### src/rtl/seq_ctrl_pkg.sv
// Shared definitions for the serial sequence-detector controller.
//   state_t      : controller FSM encoding (IDLE/SHIFT/WAIT/DONE, 2 bits)
//   DEF_*        : default widths used by the controller and matcher
package seq_ctrl_pkg;

  localparam int DEF_DATA_W = 8;
  localparam int DEF_PAT_W  = 5;
  localparam int DEF_CNT_W  = 8;

  typedef enum logic [1:0] {
    IDLE  = 2'd0,
    SHIFT = 2'd1,
    WAIT  = 2'd2,
    DONE  = 2'd3
  } state_t;

endpackage

### src/rtl/pattern_matcher.sv
// Bit-serial overlapping pattern matcher.
//   clk, reset  : clock, asynchronous active-low reset
//   clear       : synchronous clear of history, fill count and match
//   bit_valid   : shift bit_in into the history this cycle
//   bit_in      : serial bit, newest
//   pattern     : pattern to detect, bit PAT_W-1 is the oldest bit
//   match       : registered 1-cycle pulse, the cycle after the completing bit
module pattern_matcher
  import seq_ctrl_pkg::*;
#(
  parameter int PAT_W = DEF_PAT_W
) (
  input  logic             clk,
  input  logic             reset,
  input  logic             clear,
  input  logic             bit_valid,
  input  logic             bit_in,
  input  logic [PAT_W-1:0] pattern,
  output logic             match
);

  localparam int FILL_W = $clog2(PAT_W + 1);

  logic [PAT_W-1:0]  history;
  logic [PAT_W-1:0]  history_next;
  logic [FILL_W-1:0] fill;

  assign history_next = (history << 1) | PAT_W'(bit_in);

  // The fill count stops the all-zero reset history from matching an
  // all-zero pattern before PAT_W real bits have arrived.
  always_ff @(posedge clk or negedge reset) begin
    if (!reset) begin
      history <= '0;
      fill    <= '0;
      match   <= 1'b0;
    end else if (clear) begin
      history <= '0;
      fill    <= '0;
      match   <= 1'b0;
    end else if (bit_valid) begin
      history <= history_next;
      if (fill != FILL_W'(PAT_W)) fill <= fill + 1'b1;
      match   <= (history_next == pattern) && (fill >= FILL_W'(PAT_W - 1));
    end else begin
      match <= 1'b0;
    end
  end

endmodule

### src/rtl/seq_detect_ctrl.sv
// Controller for the serial sequence detector: takes parallel words over a
// valid/ready handshake, serializes them MSB first into pattern_matcher,
// counts matches (saturating) and raises a sticky irq at a threshold.
//   cfg_we/cfg_pattern/cfg_threshold/cfg_err : configuration, only while idle
//   s_valid/s_ready/s_data/s_last            : upstream word stream
//   ser_bit/ser_valid                        : bit presented to the matcher
//   match/match_count/frame_done/irq/irq_clr : results and interrupt
//   busy                                     : FSM not idle
module seq_detect_ctrl
  import seq_ctrl_pkg::*;
#(
  parameter int DATA_W = DEF_DATA_W,
  parameter int PAT_W  = DEF_PAT_W,
  parameter int CNT_W  = DEF_CNT_W
) (
  input  logic              clk,
  input  logic              reset,
  input  logic              cfg_we,
  input  logic [PAT_W-1:0]  cfg_pattern,
  input  logic [CNT_W-1:0]  cfg_threshold,
  output logic              cfg_err,
  input  logic              s_valid,
  output logic              s_ready,
  input  logic [DATA_W-1:0] s_data,
  input  logic              s_last,
  output logic              ser_bit,
  output logic              ser_valid,
  output logic              match,
  output logic [CNT_W-1:0]  match_count,
  output logic              frame_done,
  output logic              irq,
  input  logic              irq_clr,
  output logic              busy
);

  localparam int IDX_W = $clog2(DATA_W);

  state_t            state;
  logic [DATA_W-1:0] word;
  logic              word_last;
  logic [IDX_W-1:0]  idx;
  logic [PAT_W-1:0]  pattern;
  logic [CNT_W-1:0]  threshold;

  logic handshake;
  logic cfg_accept;
  logic last_bit;
  logic count_inc;
  logic irq_hit;

  assign last_bit   = (idx == '0);
  // Ready at the final bit of a non-final word so a frame streams without gaps.
  assign s_ready    = (state == IDLE) || (state == WAIT) ||
                      ((state == SHIFT) && last_bit && !word_last);
  assign handshake  = s_valid && s_ready;
  assign busy       = (state != IDLE);
  assign cfg_accept = cfg_we && (state == IDLE);

  // Only a real increment can hit the threshold, so saturation never re-arms irq.
  assign count_inc  = match && (match_count != '1);
  assign irq_hit    = count_inc && (threshold != '0) &&
                      ((match_count + CNT_W'(1)) == threshold);

  // ser_bit is loaded one edge ahead: the first bit of an accepted word is
  // already on the output in the first SHIFT cycle.
  always_ff @(posedge clk or negedge reset) begin
    if (!reset) begin
      state      <= IDLE;
      word       <= '0;
      word_last  <= 1'b0;
      idx        <= '0;
      ser_bit    <= 1'b0;
      ser_valid  <= 1'b0;
      frame_done <= 1'b0;
      cfg_err    <= 1'b0;
    end else begin
      frame_done <= 1'b0;
      cfg_err    <= cfg_we && (state != IDLE);
      case (state)
        IDLE, WAIT: begin
          ser_valid <= 1'b0;
          if (handshake) begin
            state     <= SHIFT;
            word      <= s_data;
            word_last <= s_last;
            idx       <= IDX_W'(DATA_W - 1);
            ser_bit   <= s_data[DATA_W-1];
            ser_valid <= 1'b1;
          end
        end
        SHIFT: begin
          if (!last_bit) begin
            idx       <= idx - 1'b1;
            ser_bit   <= word[idx - 1'b1];
            ser_valid <= 1'b1;
          end else if (word_last) begin
            state      <= DONE;
            ser_valid  <= 1'b0;
            frame_done <= 1'b1;
          end else if (handshake) begin
            word      <= s_data;
            word_last <= s_last;
            idx       <= IDX_W'(DATA_W - 1);
            ser_bit   <= s_data[DATA_W-1];
            ser_valid <= 1'b1;
          end else begin
            state     <= WAIT;
            ser_valid <= 1'b0;
          end
        end
        DONE: begin
          state     <= IDLE;
          ser_valid <= 1'b0;
        end
        default: begin
          state     <= IDLE;
          ser_valid <= 1'b0;
        end
      endcase
    end
  end

  // Configuration, saturating match counter and sticky irq (set beats clear).
  always_ff @(posedge clk or negedge reset) begin
    if (!reset) begin
      pattern     <= '0;
      threshold   <= '0;
      match_count <= '0;
      irq         <= 1'b0;
    end else if (cfg_accept) begin
      pattern     <= cfg_pattern;
      threshold   <= cfg_threshold;
      match_count <= '0;
      irq         <= 1'b0;
    end else begin
      if (count_inc) match_count <= match_count + CNT_W'(1);
      if (irq_hit)      irq <= 1'b1;
      else if (irq_clr) irq <= 1'b0;
    end
  end

  pattern_matcher #(
    .PAT_W(PAT_W)
  ) u_matcher (
    .clk      (clk),
    .reset    (reset),
    .clear    ((state == DONE) || cfg_accept),
    .bit_valid(ser_valid),
    .bit_in   (ser_bit),
    .pattern  (pattern),
    .match    (match)
  );

endmodule

### config.mk
export PLATFORM = sky130hd
export DESIGN_NAME = seq_detect_ctrl
export DESIGN_NICKNAME = d
export VERILOG_FILES = /design/src/rtl/seq_ctrl_pkg.sv /design/src/rtl/pattern_matcher.sv /design/src/rtl/seq_detect_ctrl.sv
export SDC_FILE = /design/constraint.sdc
export NUM_CORES = 1
export LEC_CHECK = 0
export ABC_AREA = 1
export BUFFER_PORTS_ARGS = -buffer_cell sky130_fd_sc_hd__buf_2
export CAP_MARGIN = 20
export CORE_MARGIN = 2
export CORE_UTILIZATION = 57
export CTS_BUF_LIST = sky130_fd_sc_hd__clkbuf_4 sky130_fd_sc_hd__clkbuf_8
export CTS_CLUSTER_DIAMETER = 80
export DETAILED_ROUTE_END_ITERATION = 8
export GPL_TIMING_DRIVEN = 1
export PLACE_DENSITY = 0.87
export SYNTH_ARGS = -nofsm -noshare
export SYNTH_HDL_FRONTEND = slang
export SYNTH_HIERARCHICAL = 1
export SYNTH_SLANG_ARGS = --single-unit
### constraint.sdc
create_clock -name clk -period 3.2 [get_ports clk]
set_clock_uncertainty 0.15 [all_clocks]
set_input_delay 0.32 -clock clk [delete_from_list [all_inputs] [get_ports clk]]
set_output_delay 0.32 -clock clk [all_outputs]
set_load 0.05 [all_outputs]
== After elaboration in Yosys (flattened, before gate mapping) ==
Cells that the tools add are included.
Word-level totals
  register bits after elaboration: 48
  bits of input ports: 27
  output and inout port bits: 16
  logic and storage cells: 104
Operators by class
  $add $sub $neg: 3
  $lt $le $gt $ge: 2
  equality and inequality tests: 12
  mux-type cells: 43
  bitwise gates (word level): 1
  reductions and logical operators: 28
Operators with widths (number)
  8-bit two-way mux: 5
  1-bit two-way mux: 19
  3-bit two-way mux: 6
  8-bit case mux with 2 select lines: 1
  2-bit nonzero test: 5
  1-bit logical AND: 9
  3-bit inequality test (second input constant): 3
  3-bit AND reduction: 3
  8-bit by 1-bit adder with 8-bit output (second input constant): 1
  8-bit == test: 1
  2-bit two-way mux: 4
  4-bit two-way mux: 2
  8-bit inequality test (second input constant): 1
  8-bit nonzero test: 1
  2-bit inequality test (second input constant): 3
  2-bit case mux with 3 select lines: 1
  3-bit case mux with 2 select lines: 1
  5-bit == test: 1
  5-bit by 1-bit bitwise OR with 5-bit output: 1
  2-bit == test (second input constant): 2
  3-bit by 4-bit less-than comparator with 1-bit output (second input constant): 1
  1-bit case mux with 2 select lines: 2
  2-bit AND reduction: 2
  3-bit by 1-bit adder with 3-bit output (second input constant): 1
  11 further kinds: 13

== Longest topological paths before layout ==
Gate-level depths: netlist of the first run.
  word-level depth: 9
  mapped depth: 14
  depth with buffers taken out: 14

== Hierarchy ==
Netlist of the first run, hierarchy kept.
Modules (own cells, without submodules)
  seq_detect_ctrl: times used 1, cells each 268, area each 2034.5 µm², sequential area each 1001.0 µm²
  pattern_matcher: times used 1, cells each 66, area each 457.9 µm², sequential area each 200.2 µm²

== Least setup slack after synthesis of the first run ==
Ideal clock, no wire load.
  path type: flip-flop to flip-flop
  start point: register state[1]
  end point: register u_matcher.match
  arrival time: 1.877 ns
  data required time: 2.979 ns
  path slack: 1.102 ns
  cell stages (with the launch flop): 12
  buffers on the path: 1
  clock period less this slack: 2.098 ns
  cells stage by stage: dfrtp_1 nor2_1 inv_1 nor2_1 inv_1 clkbuf_1 nand2_1 nor2_1 nand2_1 nor2_1 nand2_1 nor2_1
On the way
  word-level cells in the longest chain between the ends: 4
Ends and longest elaborated chain
  from (decl): line seq_detect_ctrl.sv:38  | state_t state;
  from (signal assigned): line seq_detect_ctrl.sv:68  | state <= IDLE;
  from (signal assigned): line seq_detect_ctrl.sv:83  | state <= SHIFT;
  from (signal assigned): line seq_detect_ctrl.sv:97  | state <= DONE;
  2-bit zero test: line seq_detect_ctrl.sv:57  | assign cfg_accept = cfg_we && (state == IDLE);
  1-bit logical AND: line seq_detect_ctrl.sv:57
  1-bit logical OR (*): line seq_detect_ctrl.sv:147  | .clear ((state == DONE) || cfg_accept),
  1-bit two-way mux (*): line pattern_matcher.sv:37  | end else if (clear) begin
  to (signal assigned): line pattern_matcher.sv:44  | match <= (history_next == pattern) && (fill >= FILL_W'(PAT_W - 1));
  to (decl): line pattern_matcher.sv:19  | output logic match
Every way passes the cells marked *; elsewhere a longest branch is shown, timed or not.
A chain may end at the register's enable or synchronous reset.

== Final worst setup path of the first run ==
  start point: register idx[0]
  end point: output port s_ready
On the way
  word-level cells in the longest chain between the ends: 4
Ends and longest elaborated chain
  from (decl): line seq_detect_ctrl.sv:41  | logic [IDX_W-1:0] idx;
  from (signal assigned): line seq_detect_ctrl.sv:86  | idx <= IDX_W'(DATA_W - 1);
  from (signal assigned): line seq_detect_ctrl.sv:93  | idx <= idx - 1'b1;
  from (signal assigned): line seq_detect_ctrl.sv:103  | idx <= IDX_W'(DATA_W - 1);
  3-bit zero test: line seq_detect_ctrl.sv:51  | assign last_bit = (idx == '0);
  1-bit logical AND (2 in series): line seq_detect_ctrl.sv:54  | ((state == SHIFT) && last_bit && !word_last);
  1-bit logical OR: line seq_detect_ctrl.sv:53  | assign s_ready = (state == IDLE) || (state == WAIT) ||
  to (decl): line seq_detect_ctrl.sv:23  | output logic s_ready,
No other way between the ends.

==> results.yml, run 1 <==
clocking:
  numCtsBuffers: 5
  cts.sinks: 48
  clockBufferDepth: 2
  post_cts_buffers: 0
  cts.clk_slew.worst_paths_ns: 0.09
  cts_tree: "yes"
  root_buffer: "clkbuf_8"
  htree_levels: 2
  clk_latency_ns: 0.30
logic_synthesis:
  syn_inst: 334
  synth_top_area_share_pct: 48.19
  syn_nets: 366
  synth_area_per_cell_um2: 7.462
  yosysSeqAreaShare_pct: 48.19
  yosys-top-cells-area: "dfrtp_1 48%, nand2_1 18%, inv_1 7.8%, nor2_1 4.4%, nand3_1 3.4%"
  synth_top_family_by_area: "simple AND/OR/NAND/NOR gates"
  yosys_warnings: 6
  synth_adder_area_share_pct: 2.510
  synth_area_um2: 2492
  synth_cell_types: 25
  synth_compound_area_share_pct: 8.635
  synthXorXnorAreaFrac_pct: 1.757
  synth_simple_gate_area_share_pct: 29.42
  yosysTopAreaCell: "dfrtp_1"
  yosys_register_bits: 48
  synth.mux.area_fraction_pct: 0
finish:
  nFillCells: 384
  stdcell_count: 435
  seqCellArea_um2: 1201
  drive_gt1_share_pct: 17.49
  layout.nets: 414
  utilization_pct: 67.40
  final_area_um2: 2894
  area_growth_syn_to_layout_pct: 16.11
  multi_input_area_um2: 1055
  insertedDiodeCount: 0
floorplan:
  initial_core_util_pct: 58.04
  die_y_um: 70.13
  die_w_um: 70.13
  dieArea_um2: 4918
  io_pins: 43
  rows: 24
  fp.coreArea_um2: 4294
worst_hold_path:
  min_path_type: "in2reg"
power:
  share_comb_of_total_power_pct: 45.9
  power_frac_seq_pct: 38.1
  p_clk_share_pct: 16.1
  switchingPower_mw: 1.235
  power_per_cell_area_nw_per_um2: 947.8
  leakage_nw: 1.633
  netSwitchingFraction_pct: 45.03
  internal-power_mw: 1.508
  power_mw: 2.743
  vdd_drop_max_mv: 0.5856
sta:
  setup_viol: 0
  hold_slack_ns: 0.06643
  grt_setup_unrepaired: "no"
  tightest_slew_ns: 0.3719
  period_share_pct: 73.72
  tns_ns: 0
  hold_viol: 0
  fin_ws_ns: 0.8411
  period_needed_ns: 2.359
  clock.fmax_mhz: 423.9
  drv_slew: 0
  slew_headroom_pct: 75.18
setup_path:
  max_stage_delay_ns: 0.45
  cp_slowest_cell: "dfrtp_1"
  r2r-end: "idx[2]$_DFFE_PN0P_"
  rr_startpoint: "idx[0]$_DFFE_PN0P_"
  worstPathRequired_ns: 2.73
  critPathKind: "reg2out"
  crit_chain: "inv_1, ha_1, nand2_1, inv_1, nor2_4, inv_2, nand2_2, inv_2, buf_2"
  r2r_cells: 12
  cp-endpoint: "s_ready"
  worstSetupStartpointType: "register"
  arrival_ns: 1.89
  critPathCaptureType: "output port"
  critPathMaxFanout: 7
  rrSetupSlack_ns: 1.05
  cp-startpoint: "idx[0]$_DFFE_PN0P_"
routing:
  viasPerCell: 5.085
  vias: 2212
  drtAntennaViolNets: 0
  firstDrtPassIters: 4
  wirelength_um: 5217
  drc_errors: 0
  drt_iter0_drc: 119
  wl_per_cell_um: 11.99
grt:
  first_global_vias: 2140
  grt_pass1_wl_um: 8956
  grt_overflow: 0
  grt_max_degree: 49
  antenna_found_initial: 0
  grt_util_all_layers_pct: 22.85
run:
  cap_violations: 0
placement:
  placed_cells: 425
  place_ws_ns: 1.088
  port_buffers: 42
  post_dp_cell_area_um2: 2753
  gp_congestion: 0.8701
  dp_hpwl_um: 3785
status:
  outcome: "complete, no violations"
layout make-up:
class	instances	share of cell area (%)
clock buffer	6	2.637
multi-input combinational	225	36.45
clock inverter	2	1.211
inverter	57	7.393
sequential	48	41.50
timing repair buffer	45	8.560
tap	52	2.248
cells in the mapped netlist:
library cell	count
nand3_1	17
nor2_4	2
xor2_1	3
o21ai_1	1
nor2_2	4
o31ai_2	1
nand2_4	1
ha_1	5
a21boi_0	1
nand2_2	1
inv_1	52
o311ai_0	1
o22ai_1	9
dfrtp_1	48
o21ai_0	16
a21oi_1	6
buf_6	1
nand4_1	1
nand3_2	1
a22oi_1	2
clkbuf_1	3
nor2_1	29
nand2_1	122
inv_2	5
xnor2_1	2
worst max-delay path: cells and delay by family, from the launching register on:
kind	cells	cell delay [ns]
buffers and inverters	5	0.55
DFF	1	0.45
adders and majority gates	1	0.22
and+or+nand+nor	3	0.37
logic make-up after synthesis:
logic type / after synthesis
AOI/OAI and AO/OA: 37
DFF: 48
and+or+nand+nor: 178
adders and majority gates: 5
buffers and inverters: 61
xor gates and xnor gates: 5
power by group through the flow:
stage,sequential [mW],combinational [mW],clock (mW)
2_1_floorplan,1.13,0.876,0
5_1_grt,1.07,1.43,0.473
3_5_place_dp,1.05,1.24,0
4_1_cts,1.04,1.26,0.451
6_report,1.04,1.26,0.440
3_3_place_gp,1.04,1.20,0
repair_timing:
action,in CTS,in global routing
hold endpoints to repair,0,11
gates resized for setup,0,0
hold buffers,0,1
flip-flops by register name (all words and copies together), names as in the netlist:
register           cells
threshold              8
ser_valid              1
match_count            8
u_matcher/fill         3
irq                    1
ser_bit                1
frame_done             1
word_last              1
state                  2
word                   8
u_matcher/history      4
u_matcher/match        1
pattern                5
cfg_err                1
idx                    3
worst min-delay path by stage:
stage / from / endpoint / slack (ns) / cells past startpoint
final: cfg_threshold[0] / threshold[0]$_DFFE_PN0P_ / 0.07 / 3
after global routing: cfg_threshold[0] / threshold[0]$_DFFE_PN0P_ / 0.06 / 3
after CTS: cfg_threshold[0] / threshold[0]$_DFFE_PN0P_ / 0.06 / 3
after detailed placement: pattern[0]$_DFFE_PN0P_ / pattern[0]$_DFFE_PN0P_ / 0.31 / 2
after global placement: pattern[0]$_DFFE_PN0P_ / pattern[0]$_DFFE_PN0P_ / 0.31 / 2
after floorplan: reset / cfg_err$_DFF_PN0_ / -0.13 / 0
layout by cell type (no fill, tap or decap):
cell type / Yosys / final
nand2_1: 122 / 122
inv_1: 52 / 52
dfrtp_1: 48 / 48
buf_2: 0 / 42
nor2_1: 29 / 29
nand3_1: 17 / 17
o21ai_0: 16 / 16
o22ai_1: 9 / 9
a21oi_1: 6 / 6
inv_2: 5 / 5
ha_1: 5 / 5
clkbuf_8: 0 / 5
nor2_2: 4 / 4
xor2_1: 3 / 3
nor2_4: 2 / 2
a22oi_1: 2 / 2
xnor2_1: 2 / 2
nand2_2: 1 / 1
nand2_4: 1 / 1
a21boi_0: 1 / 1
o311ai_0: 1 / 1
o31ai_2: 1 / 1
nand3_2: 1 / 1
nand4_1: 1 / 1
o21ai_1: 1 / 1
bufinv_16: 0 / 1
clkbuf_4: 0 / 1
clkinv_2: 0 / 1
dlygate4sd3_1: 0 / 1
buf_12: 0 / 1
buf_4: 0 / 1
per-layer routing:
| metal | vias to the layer above | track usage [%] | part of all wire [%] |
|---|---|---|---|
| li1 | 1120 | - | - |
| met1 | 1020 | 26.68 | 43 |
| met5 | - | 0 | 0 |
| met3 | 13 | 4.906 | 4.8 |
| met4 | 0 | 9.188 | 1.9 |
| met2 | 59 | 40.74 | 50 |
Power figures use the tool's default switching activity.
==> run 2: changes to the inputs <==
- CORE_UTILIZATION: 57 -> 52
- PLACE_DENSITY: 0.87 -> 0.84
- clock period: 3.2 -> 2.1 ns (I/O delays scaled with it)
==> run 2 against run 1 <==
Net effect:
- via count up 3.1%
- global-route usage down 0.56 points
- wire length up 2.0%
- critical endpoint unchanged
- count of clock-buffer cells in the layout up 2
- sequential power up 50%
- core utilization about the same
- sequential share of layout area down 3.3 points
==> results.yml, run 2 (synthesized netlist as in run 1, its figures left out) <==
placement:
  placed_cells: 432
  dp_hpwl_um: 3881
  post_dp_cell_area_um2: 2793
  port_buffers: 42
  place_ws_ns: 0.1033
  gp_congestion: 0.8927
power:
  power_mw: 4.173
  leakage_nw: 1.742
  vdd_drop_max_mv: 0.9573
  power_per_cell_area_nw_per_um2: 1328
sta:
  clock.fmax_mhz: 514.6
  period_share_pct: 92.54
  hold_viol: 0
  setup_viol: 0
  grt_setup_unrepaired: "no"
  fin_ws_ns: 0.1566
  slew_headroom_pct: 67.48
  period_needed_ns: 1.943
  tns_ns: 0
  drv_slew: 0
  tightest_slew_ns: 0.4879
grt:
  met2_usage_pct: 38.74
  grt_use_met3_pct: 4.696
  grt_pass1_wl_um: 9259
  grt_max_degree: 22
  first_global_vias: 2204
  grt-busiest-layer: "met2"
  grt_util_all_layers_pct: 22.29
  gr-usage-met1_pct: 27.57
  grt_overflow: 0
  antenna_found_initial: 0
setup_path:
  max_stage_delay_ns: 0.37
  worstPathRequired_ns: 1.74
  crit_chain: "inv_2, ha_1, nand2_1, inv_1, nor2_4, inv_2, nand2_2, inv_2, buf_4"
  critPathMaxFanout: 6
  worstSetupStartpointType: "register"
  critPathCaptureType: "output port"
  critPathKind: "reg2out"
  cp_slowest_cell: "dfrtp_1"
  arrival_ns: 1.58
  cp_common_cell: "inv_2"
finish:
  layout_common_cells: "122 x nand2_1, 51 x inv_1, 48 x dfrtp_1"
  final_area_um2: 3143
  drive_gt1_share_pct: 18.00
  stdcell_count: 465
  layout_commonest_cell: "nand2_1"
  insertedDiodeCount: 0
  reg_top3: "match_count: 8 flops, threshold: 8 flops, word: 8 flops"
  area_growth_syn_to_layout_pct: 26.10
  layout.nets: 442
clocking:
  clockBufferDepth: 2
  cts.sinks: 48
  cts_tree: "yes"
  htree_levels: 2
  cts.clk_slew.worst_paths_ns: 0.08
  numCtsBuffers: 5
  clk_latency_ns: 0.30
  root_buffer: "clkbuf_8"
routing:
  drc_errors: 0
  wl_per_cell_um: 11.44
  drt_iter0_drc: 123
  drtAntennaViolNets: 0
  viasPerCell: 4.905
  firstDrtPassIters: 4
  vias: 2281
  wirelength_um: 5321
floorplan:
  initial_core_util_pct: 53.48
  die_w_um: 73.23
  fp.coreArea_um2: 4661
  die_y_um: 73.23
  rows: 25
  dieArea_um2: 5363
  io_pins: 43
worst_hold_path:
  min_path_type: "in2reg"
run:
  cap_violations: 0
status:
  outcome: "complete, no violations"
-- run 2: cell types whose count changed in the layout (fill, tap and decap cells not counted), sizes merged --
cell / before / now
clkbuf: 6 / 8
clkinv: 1 / 0
bufinv: 1 / 0
dlygate4sd3: 1 / 24
buf: 44 / 49
-- run 2: layout make-up --
| cell class | instances | area [um2] |
|---|---|---|
| Inverter | 57 | 214.0 |
| Clock buffer | 8 | 97.59 |
| Multi-Input combinational cell | 225 | 1057 |
| Sequential cell | 48 | 1201 |
| Timing Repair Buffer | 73 | 505.5 |
| Tap cell | 54 | 67.56 |
| Fill cell | 395 | 1518 |
-- run 2: final timing paths --
check	start	to	slack (ns)	cells past startpoint
setup / recovery	idx[0]$_DFFE_PN0P_	s_ready	0.16	9
hold / removal	s_data[7]	word[7]$_DFFE_PN0P_	0.08	5
setup reg to reg	idx[0]$_DFFE_PN0P_	idx[2]$_DFFE_PN0P_	0.27	12
hold reg to reg	pattern[0]$_DFFE_PN0P_	pattern[0]$_DFFE_PN0P_	0.33	2
max in group asynchronous	reset	pattern[4]$_DFFE_PN0P_	0.95	3
min in group asynchronous	reset	threshold[2]$_DFFE_PN0P_	0.25	2
-- run 2: report_power, final --
group	internal (mW)	leakage (nW)	switching (mW)
Clock	0.295	0.0523	0.301
Sequential	1.29	0.607	0.270
Combinational	0.713	1.08	1.30
Total	2.30	1.74	1.87
-- run 2: per-stage QoR --
stage | util (%) | hold slack (ns)
2_1_floorplan | - | -0.2356
3_3_place_gp | 59.92 | 0.04515
3_5_place_dp | 59.92 | 0.05155
4_1_cts | 67.38 | 0.07485
5_1_grt | 67.44 | 0.1183
6_report | 67.44 | 0.08267
-- run 2: critical path, delay by kind of cell, from the launching register on --
kind                       cells  cell delay (ns)
buffers and inverters          5             0.44
DFF                            1             0.37
adders and majority gates      1             0.19
and+or+nand+nor                3             0.28
-- run 2: routing by layer --
layer  part of all wire (%)  vias to the layer above
met4                    1.4                        0
met1                     45                     1046
met3                    3.6                        9
met5                      0                        -
met2                     50                       47
li1                       -                     1179
-- run 2: timing repair --
action                                  in CTS  in global routing
endpoints found under the hold margin       42                  0
endpoints found under the setup margin       1                  7
setup buffers                                1                  0
gates resized for setup                      1                  3
hold buffers                                24                  0
==> run 3: changes to the inputs <==
- PLACE_DENSITY: 0.84 -> 0.85
==> run 3 against run 2 <==
Net effect:
- design area is 0.72% lower
- die area stayed put
- first-iteration DRC count is 9.8% lower
- critical path depth stayed put
- core utilization is 0.48 points lower
- critical endpoint unchanged
- global-route usage is 0.44 points lower
- flip-flop and latch count stayed put
==> results.yml, run 3 (synthesized netlist as in run 1, its figures left out) <==
finish:
  nFillCells: 367
  insertedDiodeCount: 0
  utilization_pct: 66.95
  reg_top3: "match_count: 8 flops, threshold: 8 flops, word: 8 flops"
  stdcell_count: 462
  layout_common_cells: "122 x nand2_1, 51 x inv_1, 47 x dfrtp_1"
  multi_input_area_um2: 1057
  layout_commonest_cell: "nand2_1"
  drive_gt1_share_pct: 18.14
  layout.nets: 439
  seqCellArea_um2: 1202
  area_growth_syn_to_layout_pct: 25.20
  final_area_um2: 3120
routing:
  drt_iter0_drc: 111
  drtAntennaViolNets: 0
  firstDrtPassIters: 4
  wirelength_um: 5479
  vias: 2265
  viasPerCell: 4.903
  wl_per_cell_um: 11.86
  drc_errors: 0
worst_hold_path:
  min_to: "irq$_DFFE_PN0P_"
  min_path_type: "in2reg"
  holdPathStages: 4
  min-delay-start: "irq_clr"
sta:
  fin_ws_ns: 0.09966
  period_share_pct: 95.25
  tns_ns: 0
  clock.fmax_mhz: 499.9
  hold_viol: 0
  slew_headroom_pct: 62.02
  tightest_slew_ns: 0.5697
  hold_slack_ns: 0.01784
  setup_viol: 0
  period_needed_ns: 2.000
  drv_slew: 0
grt:
  grt_max_degree: 27
  grt_pass1_wl_um: 9059
  grt_overflow: 0
  first_global_vias: 2173
  antenna_found_initial: 0
  grt_util_all_layers_pct: 21.85
power:
  power_mw: 4.185
  power_per_cell_area_nw_per_um2: 1341
  vdd_drop_max_mv: 0.7395
  leakage_nw: 1.723
floorplan:
  dieArea_um2: 5363
  rows: 25
  initial_core_util_pct: 53.48
  io_pins: 43
  die_w_um: 73.23
  die_y_um: 73.23
  fp.coreArea_um2: 4661
clocking:
  cts.clk_slew.worst_paths_ns: 0.09
  clockBufferDepth: 2
  cts_tree: "yes"
  root_buffer: "clkbuf_8"
  cts.sinks: 48
  clk_latency_ns: 0.29
  htree_levels: 2
  numCtsBuffers: 5
setup_path:
  critPathKind: "reg2out"
  arrival_ns: 1.64
  r2r-end: "match_count[0]$_DFFE_PN0P_"
  critPathMaxFanout: 7
  rrSetupSlack_ns: 0.14
  worst-path-buf-inv: 5
  cp_slowest_cell: "dfrtp_2"
  r2r_cells: 8
  crit_chain: "inv_2, ha_1, nand2_1, inv_1, nor2_4, inv_2, nand2_2, inv_2, buf_6"
  worstSetupStartpointType: "register"
  path_delay_family: "buffers and inverters"
  cp_common_cell: "inv_2"
  critPathCaptureType: "output port"
  worstPathRequired_ns: 1.74
  max_stage_delay_ns: 0.46
  rr_startpoint: "match_count[1]$_DFFE_PN0P_"
placement:
  dp_hpwl_um: 4018
  post_dp_cell_area_um2: 2793
  port_buffers: 42
  placed_cells: 432
  place_ws_ns: 0.09855
  gp_congestion: 0.8749
run:
  cap_violations: 0
status:
  outcome: "complete, no violations"
[run 3: changes by cell type in the layout (fill, tap and decap cells not counted), sizes merged]
| cell | delta |
|---|---|
| buf | -1 |
| clkinvlp | +1 |
| dlygate4sd3 | -2 |
| clkbuf | -1 |
[run 3: worst reg2reg max path, cell delays in order, from the launching register on]
cell and delay [ns]:
dfrtp_1 0.43, ha_1 0.22, nand2_1 0.14, nor2_1 0.05, a21boi_0 0.26, inv_1 0.14
nor2_2 0.17, inv_1 0.14, o21ai_0 0.17
[run 3: how the worst max path moves through the flow]
stage | from | endpoint | cells after the start
after floorplan | state[1]$_DFFE_PN0P_ | u_matcher/match$_DFF_PN0_ | 11
after global placement | idx[0]$_DFFE_PN0P_ | idx[2]$_DFFE_PN0P_ | 12
after detailed placement | idx[0]$_DFFE_PN0P_ | idx[2]$_DFFE_PN0P_ | 12
after CTS | idx[0]$_DFFE_PN0P_ | s_ready | 9
after global routing | match_count[1]$_DFFE_PN0P_ | match_count[6]$_DFFE_PN0P_ | 8
final | idx[0]$_DFFE_PN0P_ | s_ready | 9
[run 3: area by class of cell]
type | count | area share (%)
Clock buffer | 7 | 2.887
Clock inverter | 1 | 0.2406
Inverter | 57 | 6.856
Multi-Input combinational cell | 225 | 33.88
Sequential cell | 48 | 38.53
Tap cell | 54 | 2.165
Timing Repair Buffer | 70 | 15.44
[run 3: per-layer routing]
metal / global-route usage [%] / part of all wire (%)
met5: 0 / 0
met4: 6.790 / 1.3
met3: 4.282 / 3.6
met2: 38.74 / 50
met1: 26.67 / 45
[run 3: report_power, final]
part / internal [mW] / switching [mW] / leakage, nW / total [mW]
Sequential: 1.30 / 0.286 / 0.606 / 1.58
Clock: 0.281 / 0.303 / 0.0479 / 0.584
Combinational: 0.707 / 1.31 / 1.07 / 2.02
Total: 2.28 / 1.90 / 1.72 / 4.19
[run 3: timing repair]
action                     in CTS  in global routing
setup buffers                   0                  0
setup endpoints to repair       1                  9
hold endpoints to repair       45                  0
gates resized for setup         2                  3
hold buffers                   22                  0
cloned                          0                  0
